===== src/rtl/cla_topic_buf_arb_if.sv =====
// Requester and free-list handshake bundle for cla_topic_buf_arb.
// slave = arbiter side, master = requesters plus free list.
`ifndef TOPIC_VALUE_DEPTH_NBITS
`define TOPIC_VALUE_DEPTH_NBITS 4
`endif

interface cla_topic_buf_arb_if #(
  parameter int NREQ       = 4,
  parameter int BPTR_NBITS = `TOPIC_VALUE_DEPTH_NBITS
);
  logic [NREQ-1:0]            alloc_req;
  logic [NREQ-1:0]            alloc_gnt;
  logic [BPTR_NBITS-1:0]      alloc_ptr;
  logic [NREQ-1:0]            rel_req;
  logic [NREQ*BPTR_NBITS-1:0] rel_ptr;
  logic [NREQ-1:0]            rel_ack;
  logic                       freeb_init;
  logic                       freeb_init_done;
  logic                       freeb_empty;
  logic                       free_buf_rd;
  logic [BPTR_NBITS-1:0]      free_buf_ptr;
  logic                       rel_buf_valid;
  logic [BPTR_NBITS-1:0]      rel_buf_ptr;

  modport slave (
    input  alloc_req, rel_req, rel_ptr, freeb_init_done, freeb_empty, free_buf_ptr,
    output alloc_gnt, alloc_ptr, rel_ack, freeb_init, free_buf_rd, rel_buf_valid, rel_buf_ptr
  );

  modport master (
    output alloc_req, rel_req, rel_ptr, freeb_init_done, freeb_empty, free_buf_ptr,
    input  alloc_gnt, alloc_ptr, rel_ack, freeb_init, free_buf_rd, rel_buf_valid, rel_buf_ptr
  );
endinterface


===== src/rtl/cla_topic_buf_arb.sv =====
// Round-robin alloc/release arbiter in front of a shared topic-value free list.
// Optional in-use counter and error flag: define CLA_TOPIC_BUF_ARB_STATS_EN.
`ifndef TOPIC_VALUE_DEPTH_NBITS
`define TOPIC_VALUE_DEPTH_NBITS 4
`endif

module cla_topic_buf_arb #(
  parameter int BPTR_NBITS = `TOPIC_VALUE_DEPTH_NBITS,
  parameter int NREQ       = 4
) (
  input  logic                  clk_i,
  input  logic                  rst_i,
  input  logic                  sw_reinit_i,
  cla_topic_buf_arb_if.slave    bus,
  output logic                  arb_ready_o,
  output logic [BPTR_NBITS:0]   inuse_count_o,
  output logic                  inuse_err_o
);
  localparam int RRW = $clog2(NREQ);

  typedef enum logic [1:0] {
    ST_WAIT_INIT = 2'd0,
    ST_RUN       = 2'd1,
    ST_REINIT    = 2'd2,
    ST_WAIT_DROP = 2'd3
  } state_e;

  function automatic logic [RRW-1:0] rr_pick(input logic [NREQ-1:0] elig,
                                             input logic [RRW-1:0]  start);
    logic [RRW-1:0] win;
    logic           found;
    int             idx;
    win   = start;
    found = 1'b0;
    for (int k = 0; k < NREQ; k++) begin
      idx = (int'(start) + k) % NREQ;
      if (!found && elig[idx]) begin
        win   = RRW'(idx);
        found = 1'b1;
      end
    end
    return win;
  endfunction

  function automatic logic [RRW-1:0] rr_next(input logic [RRW-1:0] w);
    if (w == RRW'(NREQ - 1)) return '0;
    else                     return w + RRW'(1);
  endfunction

  state_e                state_q, state_d;
  logic                  freeb_init_q, freeb_init_d;
  logic                  arb_ready_q, arb_ready_d;
  logic [NREQ-1:0]       alloc_gnt_q, alloc_gnt_d;
  logic [BPTR_NBITS-1:0] alloc_ptr_q, alloc_ptr_d;
  logic [RRW-1:0]        alloc_rr_q, alloc_rr_d;
  logic [NREQ-1:0]       rel_ack_q, rel_ack_d;
  logic                  rel_buf_valid_q, rel_buf_valid_d;
  logic [BPTR_NBITS-1:0] rel_buf_ptr_q, rel_buf_ptr_d;
  logic [RRW-1:0]        rel_rr_q, rel_rr_d;

  logic                  run_s;
  logic [NREQ-1:0]       alloc_elig_s, rel_elig_s;
  logic [RRW-1:0]        alloc_win_s, rel_win_s;
  logic                  pop_s, rel_fire_s;

  always_comb begin
    state_d = state_q;
    case (state_q)
      ST_WAIT_INIT: if (bus.freeb_init_done) state_d = ST_RUN;
                    else                     state_d = ST_WAIT_INIT;
      ST_RUN:       if (sw_reinit_i)         state_d = ST_REINIT;
                    else                     state_d = ST_RUN;
      ST_REINIT:                             state_d = ST_WAIT_DROP;
      ST_WAIT_DROP: if (!bus.freeb_init_done) state_d = ST_WAIT_INIT;
                    else                      state_d = ST_WAIT_DROP;
      default:                               state_d = ST_WAIT_INIT;
    endcase
  end

  // Status outputs are registered from the next state so they track state_q exactly.
  always_comb begin
    freeb_init_d = (state_d == ST_REINIT);
    arb_ready_d  = (state_d == ST_RUN);
  end

  // The grant/ack mask keeps a requester from being served while its pulse is visible.
  assign run_s        = (state_q == ST_RUN);
  assign alloc_elig_s = bus.alloc_req & ~alloc_gnt_q;
  assign rel_elig_s   = bus.rel_req & ~rel_ack_q;
  assign alloc_win_s  = rr_pick(alloc_elig_s, alloc_rr_q);
  assign rel_win_s    = rr_pick(rel_elig_s, rel_rr_q);
  assign pop_s        = run_s && (|alloc_elig_s) && !bus.freeb_empty && bus.freeb_init_done;
  assign rel_fire_s   = run_s && (|rel_elig_s);

  always_comb begin
    alloc_gnt_d     = '0;
    alloc_ptr_d     = '0;
    alloc_rr_d      = alloc_rr_q;
    rel_ack_d       = '0;
    rel_buf_valid_d = 1'b0;
    rel_buf_ptr_d   = '0;
    rel_rr_d        = rel_rr_q;
    if (pop_s) begin
      alloc_gnt_d = {{(NREQ-1){1'b0}}, 1'b1} << alloc_win_s;
      alloc_ptr_d = bus.free_buf_ptr;
      alloc_rr_d  = rr_next(alloc_win_s);
    end else begin
      alloc_rr_d  = alloc_rr_q;
    end
    if (rel_fire_s) begin
      rel_ack_d       = {{(NREQ-1){1'b0}}, 1'b1} << rel_win_s;
      rel_buf_valid_d = 1'b1;
      rel_buf_ptr_d   = bus.rel_ptr[rel_win_s*BPTR_NBITS +: BPTR_NBITS];
      rel_rr_d        = rr_next(rel_win_s);
    end else begin
      rel_rr_d        = rel_rr_q;
    end
  end

  always_ff @(posedge clk_i) begin
    if (rst_i) begin
      state_q         <= ST_WAIT_INIT;
      freeb_init_q    <= 1'b0;
      arb_ready_q     <= 1'b0;
      alloc_gnt_q     <= '0;
      alloc_ptr_q     <= '0;
      alloc_rr_q      <= '0;
      rel_ack_q       <= '0;
      rel_buf_valid_q <= 1'b0;
      rel_buf_ptr_q   <= '0;
      rel_rr_q        <= '0;
    end else begin
      state_q         <= state_d;
      freeb_init_q    <= freeb_init_d;
      arb_ready_q     <= arb_ready_d;
      alloc_gnt_q     <= alloc_gnt_d;
      alloc_ptr_q     <= alloc_ptr_d;
      alloc_rr_q      <= alloc_rr_d;
      rel_ack_q       <= rel_ack_d;
      rel_buf_valid_q <= rel_buf_valid_d;
      rel_buf_ptr_q   <= rel_buf_ptr_d;
      rel_rr_q        <= rel_rr_d;
    end
  end

  assign bus.free_buf_rd   = pop_s;
  assign bus.alloc_gnt     = alloc_gnt_q;
  assign bus.alloc_ptr     = alloc_ptr_q;
  assign bus.rel_ack       = rel_ack_q;
  assign bus.rel_buf_valid = rel_buf_valid_q;
  assign bus.rel_buf_ptr   = rel_buf_ptr_q;
  assign bus.freeb_init    = freeb_init_q;
  assign arb_ready_o       = arb_ready_q;

`ifdef CLA_TOPIC_BUF_ARB_STATS_EN
  localparam logic [BPTR_NBITS:0] CNT_MAX = {1'b1, {BPTR_NBITS{1'b0}}};
  localparam logic [BPTR_NBITS:0] CNT_ONE = {{BPTR_NBITS{1'b0}}, 1'b1};

  logic [BPTR_NBITS:0] inuse_count_q, inuse_count_d;
  logic                inuse_err_q, inuse_err_d;

  // Pop and release in the same cycle cancel; out-of-range moves saturate and flag.
  always_comb begin
    inuse_count_d = inuse_count_q;
    inuse_err_d   = inuse_err_q;
    if (state_q == ST_REINIT) begin
      inuse_count_d = '0;
      inuse_err_d   = 1'b0;
    end else if (pop_s && !rel_fire_s) begin
      if (inuse_count_q == CNT_MAX) inuse_err_d   = 1'b1;
      else                          inuse_count_d = inuse_count_q + CNT_ONE;
    end else if (rel_fire_s && !pop_s) begin
      if (inuse_count_q == '0)      inuse_err_d   = 1'b1;
      else                          inuse_count_d = inuse_count_q - CNT_ONE;
    end else begin
      inuse_count_d = inuse_count_q;
    end
  end

  always_ff @(posedge clk_i) begin
    if (rst_i) begin
      inuse_count_q <= '0;
      inuse_err_q   <= 1'b0;
    end else begin
      inuse_count_q <= inuse_count_d;
      inuse_err_q   <= inuse_err_d;
    end
  end

  assign inuse_count_o = inuse_count_q;
  assign inuse_err_o   = inuse_err_q;
`else
  assign inuse_count_o = '0;
  assign inuse_err_o   = 1'b0;
`endif
endmodule


===== src/flat_wrapper.sv =====
// flat-port wrapper written by rule: the top's interface ports become plain ports
module cla_topic_buf_arb_flat 
#(
  parameter int BPTR_NBITS = `TOPIC_VALUE_DEPTH_NBITS,
  parameter int NREQ       = 4
)
  (clk_i, rst_i, sw_reinit_i, arb_ready_o, inuse_count_o, inuse_err_o, bus_alloc_req, bus_rel_req, bus_rel_ptr, bus_freeb_init_done, bus_freeb_empty, bus_free_buf_ptr, bus_alloc_gnt, bus_alloc_ptr, bus_rel_ack, bus_freeb_init, bus_free_buf_rd, bus_rel_buf_valid, bus_rel_buf_ptr);
  cla_topic_buf_arb_if #(.NREQ(NREQ), .BPTR_NBITS(BPTR_NBITS)) bus_i ();
  input  logic clk_i;
  input  logic rst_i;
  input  logic sw_reinit_i;
  output logic arb_ready_o;
  output logic [BPTR_NBITS:0] inuse_count_o;
  output logic inuse_err_o;
  input wire logic [$bits(bus_i.alloc_req)-1:0] bus_alloc_req;
  input wire logic [$bits(bus_i.rel_req)-1:0] bus_rel_req;
  input wire logic [$bits(bus_i.rel_ptr)-1:0] bus_rel_ptr;
  input wire logic [$bits(bus_i.freeb_init_done)-1:0] bus_freeb_init_done;
  input wire logic [$bits(bus_i.freeb_empty)-1:0] bus_freeb_empty;
  input wire logic [$bits(bus_i.free_buf_ptr)-1:0] bus_free_buf_ptr;
  output wire logic [$bits(bus_i.alloc_gnt)-1:0] bus_alloc_gnt;
  output wire logic [$bits(bus_i.alloc_ptr)-1:0] bus_alloc_ptr;
  output wire logic [$bits(bus_i.rel_ack)-1:0] bus_rel_ack;
  output wire logic [$bits(bus_i.freeb_init)-1:0] bus_freeb_init;
  output wire logic [$bits(bus_i.free_buf_rd)-1:0] bus_free_buf_rd;
  output wire logic [$bits(bus_i.rel_buf_valid)-1:0] bus_rel_buf_valid;
  output wire logic [$bits(bus_i.rel_buf_ptr)-1:0] bus_rel_buf_ptr;
  assign bus_i.alloc_req = bus_alloc_req;
  assign bus_i.rel_req = bus_rel_req;
  assign bus_i.rel_ptr = bus_rel_ptr;
  assign bus_i.freeb_init_done = bus_freeb_init_done;
  assign bus_i.freeb_empty = bus_freeb_empty;
  assign bus_i.free_buf_ptr = bus_free_buf_ptr;
  assign bus_alloc_gnt = bus_i.alloc_gnt;
  assign bus_alloc_ptr = bus_i.alloc_ptr;
  assign bus_rel_ack = bus_i.rel_ack;
  assign bus_freeb_init = bus_i.freeb_init;
  assign bus_free_buf_rd = bus_i.free_buf_rd;
  assign bus_rel_buf_valid = bus_i.rel_buf_valid;
  assign bus_rel_buf_ptr = bus_i.rel_buf_ptr;
  cla_topic_buf_arb #(.BPTR_NBITS(BPTR_NBITS), .NREQ(NREQ)) u_core (.clk_i(clk_i), .rst_i(rst_i), .sw_reinit_i(sw_reinit_i), .bus(bus_i), .arb_ready_o(arb_ready_o), .inuse_count_o(inuse_count_o), .inuse_err_o(inuse_err_o));
endmodule

===== config.mk =====
export PLATFORM = sky130hd
export DESIGN_NAME = cla_topic_buf_arb_flat
export DESIGN_NICKNAME = d
export VERILOG_FILES = /design/src/rtl/cla_topic_buf_arb_if.sv /design/src/rtl/cla_topic_buf_arb.sv /design/src/flat_wrapper.sv
export SDC_FILE = /design/constraint.sdc
export NUM_CORES = 1
export LEC_CHECK = 0
export CAP_MARGIN = 5
export CORE_MARGIN = 5
export CORE_UTILIZATION = 40
export DETAILED_ROUTE_END_ITERATION = 10
export HOLD_SLACK_MARGIN = 0.05
export PLACE_DENSITY = 0.89
export SLEW_MARGIN = 20
export SYNTH_ARGS = -nofsm -noshare
export SYNTH_HDL_FRONTEND = slang
export SYNTH_SLANG_ARGS = --single-unit
export TNS_END_PERCENT = 100

===== constraint.sdc =====
create_clock -name clk_i -period 1.5 [get_ports clk_i]
set_input_delay 0.3 -clock clk_i [delete_from_list [all_inputs] [get_ports clk_i]]
set_output_delay 0.3 -clock clk_i [all_outputs]
set_load 0.01 [all_outputs]

[Word-level counts from Yosys, hierarchy flattened]
Index checks and enable logic that the tools add are counted.
Storage, ports and cells
  word-level logic and storage cells: 117
  output and inout port bits: 26
  register bits after elaboration: 25
  bits of input ports: 33
Cells by class
  $lt $le $gt $ge: 8
  shifts and indexed selects: 3
  muxes and demuxes: 41
  bitwise gates (word level): 12
  reductions and logical operators: 28
  $add $sub $neg: 8
  equality and inequality tests: 7
Operators with widths (number)
  $lt A3 B4 Y1 const B: 6
  $mux W1: 22
  $mux W2: 10
  $bmux W1 S2: 8
  $reduce_or A2 Y1: 8
  $shiftx A16 B5 Y4: 1
  $eq A2 B2 Y1 const B: 5
  $logic_and A1 B1 Y1: 10
  $add A2 B1 Y2 const B: 4
  $add A2 B2 Y2 const B: 4
  $and A4 B4 Y4: 2
  $not A4 Y4: 2
  $pmux W2 S4: 1
  $reduce_or A4 Y1: 2
  $shl A1 B2 Y4 const A: 2
  $logic_not A1 Y1: 7
  $and A1 B1 Y1 const A: 6
  $lt A2 B3 Y1 const B: 2
  $eq A2 B1 Y1 const B: 2
  $logic_not A2 Y1: 1
  $not A1 Y1: 2

[Logic depth before layout (Yosys ltp)]
  word-level depth: 16
  depth in mapped cells: 7
  mapped depth without buffers: 6

[Worst setup path after synthesis]
OpenSTA, ideal clock, no wires.
  path type: register to register
  start: reg u_core.rel_ack_q[0], in the netlist u_core.bus.rel_ack[0]
  end: reg u_core.rel_buf_ptr_q[0], in the netlist u_core.bus.rel_buf_ptr[0]
  period minus slack after synthesis: 1.472 ns
  library setup time: 0.125 ns
  path buffers: 1
  required time: 1.375 ns
  slack: 0.028 ns
  stages on the path, launching flop included: 8
  data arrival time: 1.347 ns
  path through: dfxtp_1 nand2b_1 nor2_2 o21ai_1 o211a_4 buf_8 mux2i_1 o22ai_1
On the way
  cells in the longest elaborated chain, start to end: 15
Ends and longest elaborated chain
  start, declared: RTL line cla_topic_buf_arb.sv:56  | logic [NREQ-1:0] rel_ack_q, rel_ack_d;
  start signal, assigned: RTL line cla_topic_buf_arb.sv:139  | rel_ack_q <= rel_ack_d;
  $not A4 Y4 *: RTL line cla_topic_buf_arb.sv:89  | assign rel_elig_s = bus.rel_req & ~rel_ack_q;
  $and A4 B4 Y4 *: RTL line cla_topic_buf_arb.sv:89
  $bmux W1 S2: RTL line cla_topic_buf_arb.sv:37  | if (!found && elig[idx]) begin
  $mux W1 (not written as such): RTL line cla_topic_buf_arb.sv:37
  $mux W1: RTL line cla_topic_buf_arb.sv:37
  $logic_not A1 Y1: RTL line cla_topic_buf_arb.sv:37
  $logic_and A1 B1 Y1: RTL line cla_topic_buf_arb.sv:37
  $mux W1: RTL line cla_topic_buf_arb.sv:37
  $logic_not A1 Y1: RTL line cla_topic_buf_arb.sv:37
  $logic_and A1 B1 Y1: RTL line cla_topic_buf_arb.sv:37
  $mux W1: RTL line cla_topic_buf_arb.sv:37
  $logic_not A1 Y1: RTL line cla_topic_buf_arb.sv:37
  $logic_and A1 B1 Y1: RTL line cla_topic_buf_arb.sv:37
  $mux W2: RTL line cla_topic_buf_arb.sv:37
  $shiftx A16 B5 Y4: RTL line cla_topic_buf_arb.sv:113  | rel_buf_ptr_d = bus.rel_ptr[rel_win_s*BPTR_NBITS +: BPTR_NBITS];
  end signal, assigned: RTL line cla_topic_buf_arb.sv:141  | rel_buf_ptr_q <= rel_buf_ptr_d;
  end, declared: RTL line cla_topic_buf_arb.sv:58  | logic [BPTR_NBITS-1:0] rel_buf_ptr_q, rel_buf_ptr_d;
Mark *: on every way between the ends. The rest lies on a longest branch, timed or not. The select of a mux whose other input is x is not followed.
A chain may end at the register's enable or synchronous reset.

[Final worst setup path]
  start: reg u_core.alloc_gnt_q[1], in the netlist u_core.bus.alloc_gnt[1]
  end: out bus_free_buf_rd
On the way
  cells in the longest elaborated chain, start to end: 6
Ends and longest elaborated chain
  start, declared: RTL line cla_topic_buf_arb.sv:53  | logic [NREQ-1:0] alloc_gnt_q, alloc_gnt_d;
  start signal, assigned: RTL line cla_topic_buf_arb.sv:136  | alloc_gnt_q <= alloc_gnt_d;
  $not A4 Y4: RTL line cla_topic_buf_arb.sv:88  | assign alloc_elig_s = bus.alloc_req & ~alloc_gnt_q;
  $and A4 B4 Y4: RTL line cla_topic_buf_arb.sv:88
  $reduce_or A4 Y1: RTL line cla_topic_buf_arb.sv:92  | assign pop_s = run_s && (|alloc_elig_s) && !bus.freeb_empty && bus.freeb_init_done;
  $logic_and A1 B1 Y1 (3 in a row): RTL line cla_topic_buf_arb.sv:92
  end, declared: RTL line flat_wrapper.sv:25  | output wire logic [$bits(bus_i.free_buf_rd)-1:0] bus_free_buf_rd;
Every way passes these cells.

==> results.txt <==
The flow ran to the end, but the final reports show violations. The final reports fail on setup timing. The initial antenna violation count is 0, and the final wirelength is 3.76 mm. In the final routing, the length of wire on met1 measures 1.33 mm. Number of levels in the clock H-tree: 1.

The sink count of the clock tree was 25. The final weighted congestion in routability-driven placement was 0.797; the share of flip-flops with an asynchronous set or reset after synthesis was 0%. In the routed design, unresolved DRC markers number 0.

The number of rows in the core area was 20; the mean instance size in the synthesized netlist was 9.77 sq um. Most common cell after layout, fill and taps aside: sky130_fd_sc_hd__clkdlybuf4s50_1. In this run, CTS created clock tree buffers numbering 3.

The final route contains 1250 vias. The mapped netlist covers 0.00123 sq mm. The tools report the master cell of the clock root buffer as sky130_fd_sc_hd__clkbuf_4.

During synthesis, Yosys emitted a total of 0 warnings. The final layout contains 238 nets. The final critical-path required period is 1.73 ns. The worst-case IR drop observed on VDD is 0.507 mV.

The analysis attributes to net switching a power of 470 uW. TritonCTS built the clock tree. The register clock-pin slew on the reported worst setup and hold paths is 0.13 ns, and the area of the placeable core is 0.00300 sq mm. The highest attainable clock frequency was 580 MHz. For the static leakage, the log shows 0.00110 uW.

Setup repair after global routing could not meet its margin everywhere. The logs give -0.225 ns for the final worst-path setup slack and 16.9% for the all-layer global routing usage. From synthesis to final layout, the design area changed by 75.7%.

The run gives 1590 uW as the total power. Along the worst path, the maximum fanout reaches 2. Internal power comes to 1120 uW. The top flip-flop cell by instance count after synthesis is sky130_fd_sc_hd__dfxtp_1. Hold is met by 0.553 ns. Worst path arrival time: 1.43 ns. After detailed routing, the number of vias per cell comes to 5.27. For the leftover overflow at the end of global routing, the log shows 0. On the worst path, the slowest cell contributes a delay of 0.35 ns.

The count of nets left with antenna violations once routing finished came out at 0. In this run, flip-flops and latches consume 46.2% of the power. The number of antenna diodes was 0; the number of flops mapped to enable cells by yosys was 0. The floorplan step set the die height to 65.5 microns. For this configuration, the core starts out at a cell density of 41.0%. The horizontal die dimension is 65.5 microns, and the HPWL reported at the end of detailed placement is 2.57 mm.

For this run, the register share of the synthesized area comes to 40.7%. The clock passes through at most 2 buffers. The number of hold-slack violations in the final timing report is 0. After clock tree synthesis, the flow added hold-fix buffers numbering 0. Top layer used by detailed routing: met4. The logic gate share of total power is 35.3%. Entering global routing, the biggest net connects 14 pins. The tools report the reported max-cap violation count as 0.

The first routing iteration left 44 violations. Dividing the detail-routed wire length by the instance count gives 15.8 microns. The endpoint class of the critical path is an output port. For this design the ratio of total power to cell area is 733 mW/mm^2. The fill cell instance count of the final layout is 204, and the minimum setup slack after placement is -0.806 ns. In this run the tool buffered the top-level ports with 52 buffer cells.

The final-report max-slew violation count was 0. The first global-routing pass estimated 5.64 mm of wire. The logs give 0.00177 ns for the worst setup skew after layout and 0.00429 sq mm for the die footprint.

After detailed placement, the total cell area comes to 0.00186 sq mm. Number of placed I/O pins: 59. The startpoint type of the worst setup path is a flop.

The portion of total power attributed to the clock network is 18.5%, and the via count of the first global-routing pass is 1281. Data on the critical path is required at its endpoint by 1.20 ns. Walking the worst path, the cells encountered are or2b_4 -> nand4_1 -> nand3b_1 -> nor2_2 -> buf_2. Synthesis handed over a netlist of 126 instances. For the routed wire length on met3, the log shows 204 microns.

The distinct cell type count after synthesis was 43; the detailed-routing iteration count for the pre-antenna-repair pass was 4. The area taken by multi-input logic gates is 853 sq um, and the share of the cycle needed by the critical path after routing is 115%. The tightest min-delay check is of the in -> reg type.

The slowest stage of the critical path belongs to the cell sky130_fd_sc_hd__dfxtp_2. At the later pin of the worst-skew pair, clock insertion delay measures 0.31 ns. The fraction of power spent switching nets works out to 29.7%. The critical path is of the reg -> out type. For the worst flop-to-flop path, the logic depth is 7. The tools report the register area as 510 sq um. The number of instances on the worst hold path is 2, and the share of final-layout standard cells stronger than drive strength 1 is 38.2%. Setup violations remaining at the end of the flow were counted as 9. The cell area after layout came out at 0.00216 sq mm. Synthesis inferred 25 register bits. The library cells used most frequently in the layout, excluding fill and tap cells, are sky130_fd_sc_hd__clkdlybuf4s50_1 (26), sky130_fd_sc_hd__buf_4 (21), sky130_fd_sc_hd__dfxtp_1 (17).

Wire segments on met2 add up to 2.13 mm in the final route.
-- metrics by stage --
stage                     TNS, ns  cells  utilization [%]
after floorplan                 0    131                -
after global placement      -8.09    224             61.8
after detailed placement    -9.28    224             61.8
after CTS                  -0.448    237             66.6
after global routing        -1.37    237             72.0
final                      -0.621    237             72.0
-- Yosys cell counts, drive strengths merged (2+ instances only) --
cell type  count  area share (%)
a211oi         2             1.2
a21oi          6             2.4
a41oi          2             2.0
and2           4             2.0
buf            8             6.1
dfxtp         25              41
inv            2            0.61
mux2i          8             6.5
nand2          4             1.2
nand2b        10             6.9
nor2          17             5.6
nor2b          3             2.7
nor3           3             2.1
nor3b          3             1.8
o21ai          6             3.0
o22ai          4             2.0
or2b           2             1.3
xnor2          2             1.4
-- layer usage --
metal | track usage, % | up-vias
li1 | - | 599
met1 | 17.3 | 593
met2 | 32.7 | 48
met3 | 3.08 | 10
met4 | 7.51 | 0
met5 | 0 | -
-- timing repair --
| action | in CTS | in global routing |
|---|---|---|
| gates resized for setup | 33 | 44 |
| buffers inserted | 11 | 3 |
| cloned | 1 | 0 |
| pin swaps | 15 | 17 |
| hold endpoints to repair | 0 | 0 |
| setup endpoints to repair | 24 | 28 |
-- area by class of cell --
| type | instances | share of cell area, % |
|---|---|---|
| repair buffers | 76 | 33.5 |
| clock buffers | 4 | 1.21 |
| well taps | 33 | 1.91 |
| multi-input cells | 97 | 39.4 |
| inverters | 2 | 0.347 |
| flip-flops and latches | 25 | 23.6 |
-- cell families (layout without fill, tap and decap cells) --
| family | after synthesis | after routing | synth area share, % |
|---|---|---|---|
| buf+inv | 10 | 82 | 6.71 |
| mux | 8 | 8 | 6.50 |
| compound gates | 27 | 28 | 16.4 |
| simple gates | 53 | 53 | 28.0 |
| flops | 25 | 25 | 40.7 |
| xor+xnor | 2 | 2 | 1.42 |
| other cells | 1 | 6 | 0.305 |
-- path summary, 6_finish.rpt --
check                                              from                       to  slack (ns)
worst max-delay path            u_core.bus.alloc_gnt[1]          bus_free_buf_rd       -0.23
worst min register to register        u_core.state_q[1]       u_core.arb_ready_o        0.56
worst min-delay path                bus_free_buf_ptr[0]  u_core.bus.alloc_ptr[0]        0.55
worst max register to register  u_core.bus.alloc_gnt[1]  u_core.bus.alloc_ptr[2]       -0.07
-- registers in the layout, indices dropped and copies added (netlist names) --
| register | count |
|---|---|
| u_core.bus.rel_buf_ptr | 4 |
| u_core.alloc_rr_q | 2 |
| u_core.arb_ready_o | 1 |
| u_core.state_q | 2 |
| u_core.bus.freeb_init | 1 |
| u_core.bus.rel_buf_valid | 1 |
| u_core.bus.alloc_ptr | 4 |
| u_core.rel_rr_q | 2 |
| u_core.bus.alloc_gnt | 4 |
| u_core.bus.rel_ack | 4 |
-- worst max-delay path, delay by kind of cell (launching register included) --
family | cells | cell delay [ns]
and+or+nand+nor | 4 | 0.62
DFF | 1 | 0.35
buffers and inverters | 1 | 0.15
-- power by group through the flow --
stage / registers, uW / clock network [uW] / logic (uW)
floorplan: 746 / 0 / 252
global placement: 734 / 0 / 415
detailed placement: 736 / 0 / 433
CTS: 723 / 299 / 494
global route: 737 / 333 / 599
finish: 732 / 294 / 560
No activity file was read; power rests on OpenSTA's default activity.
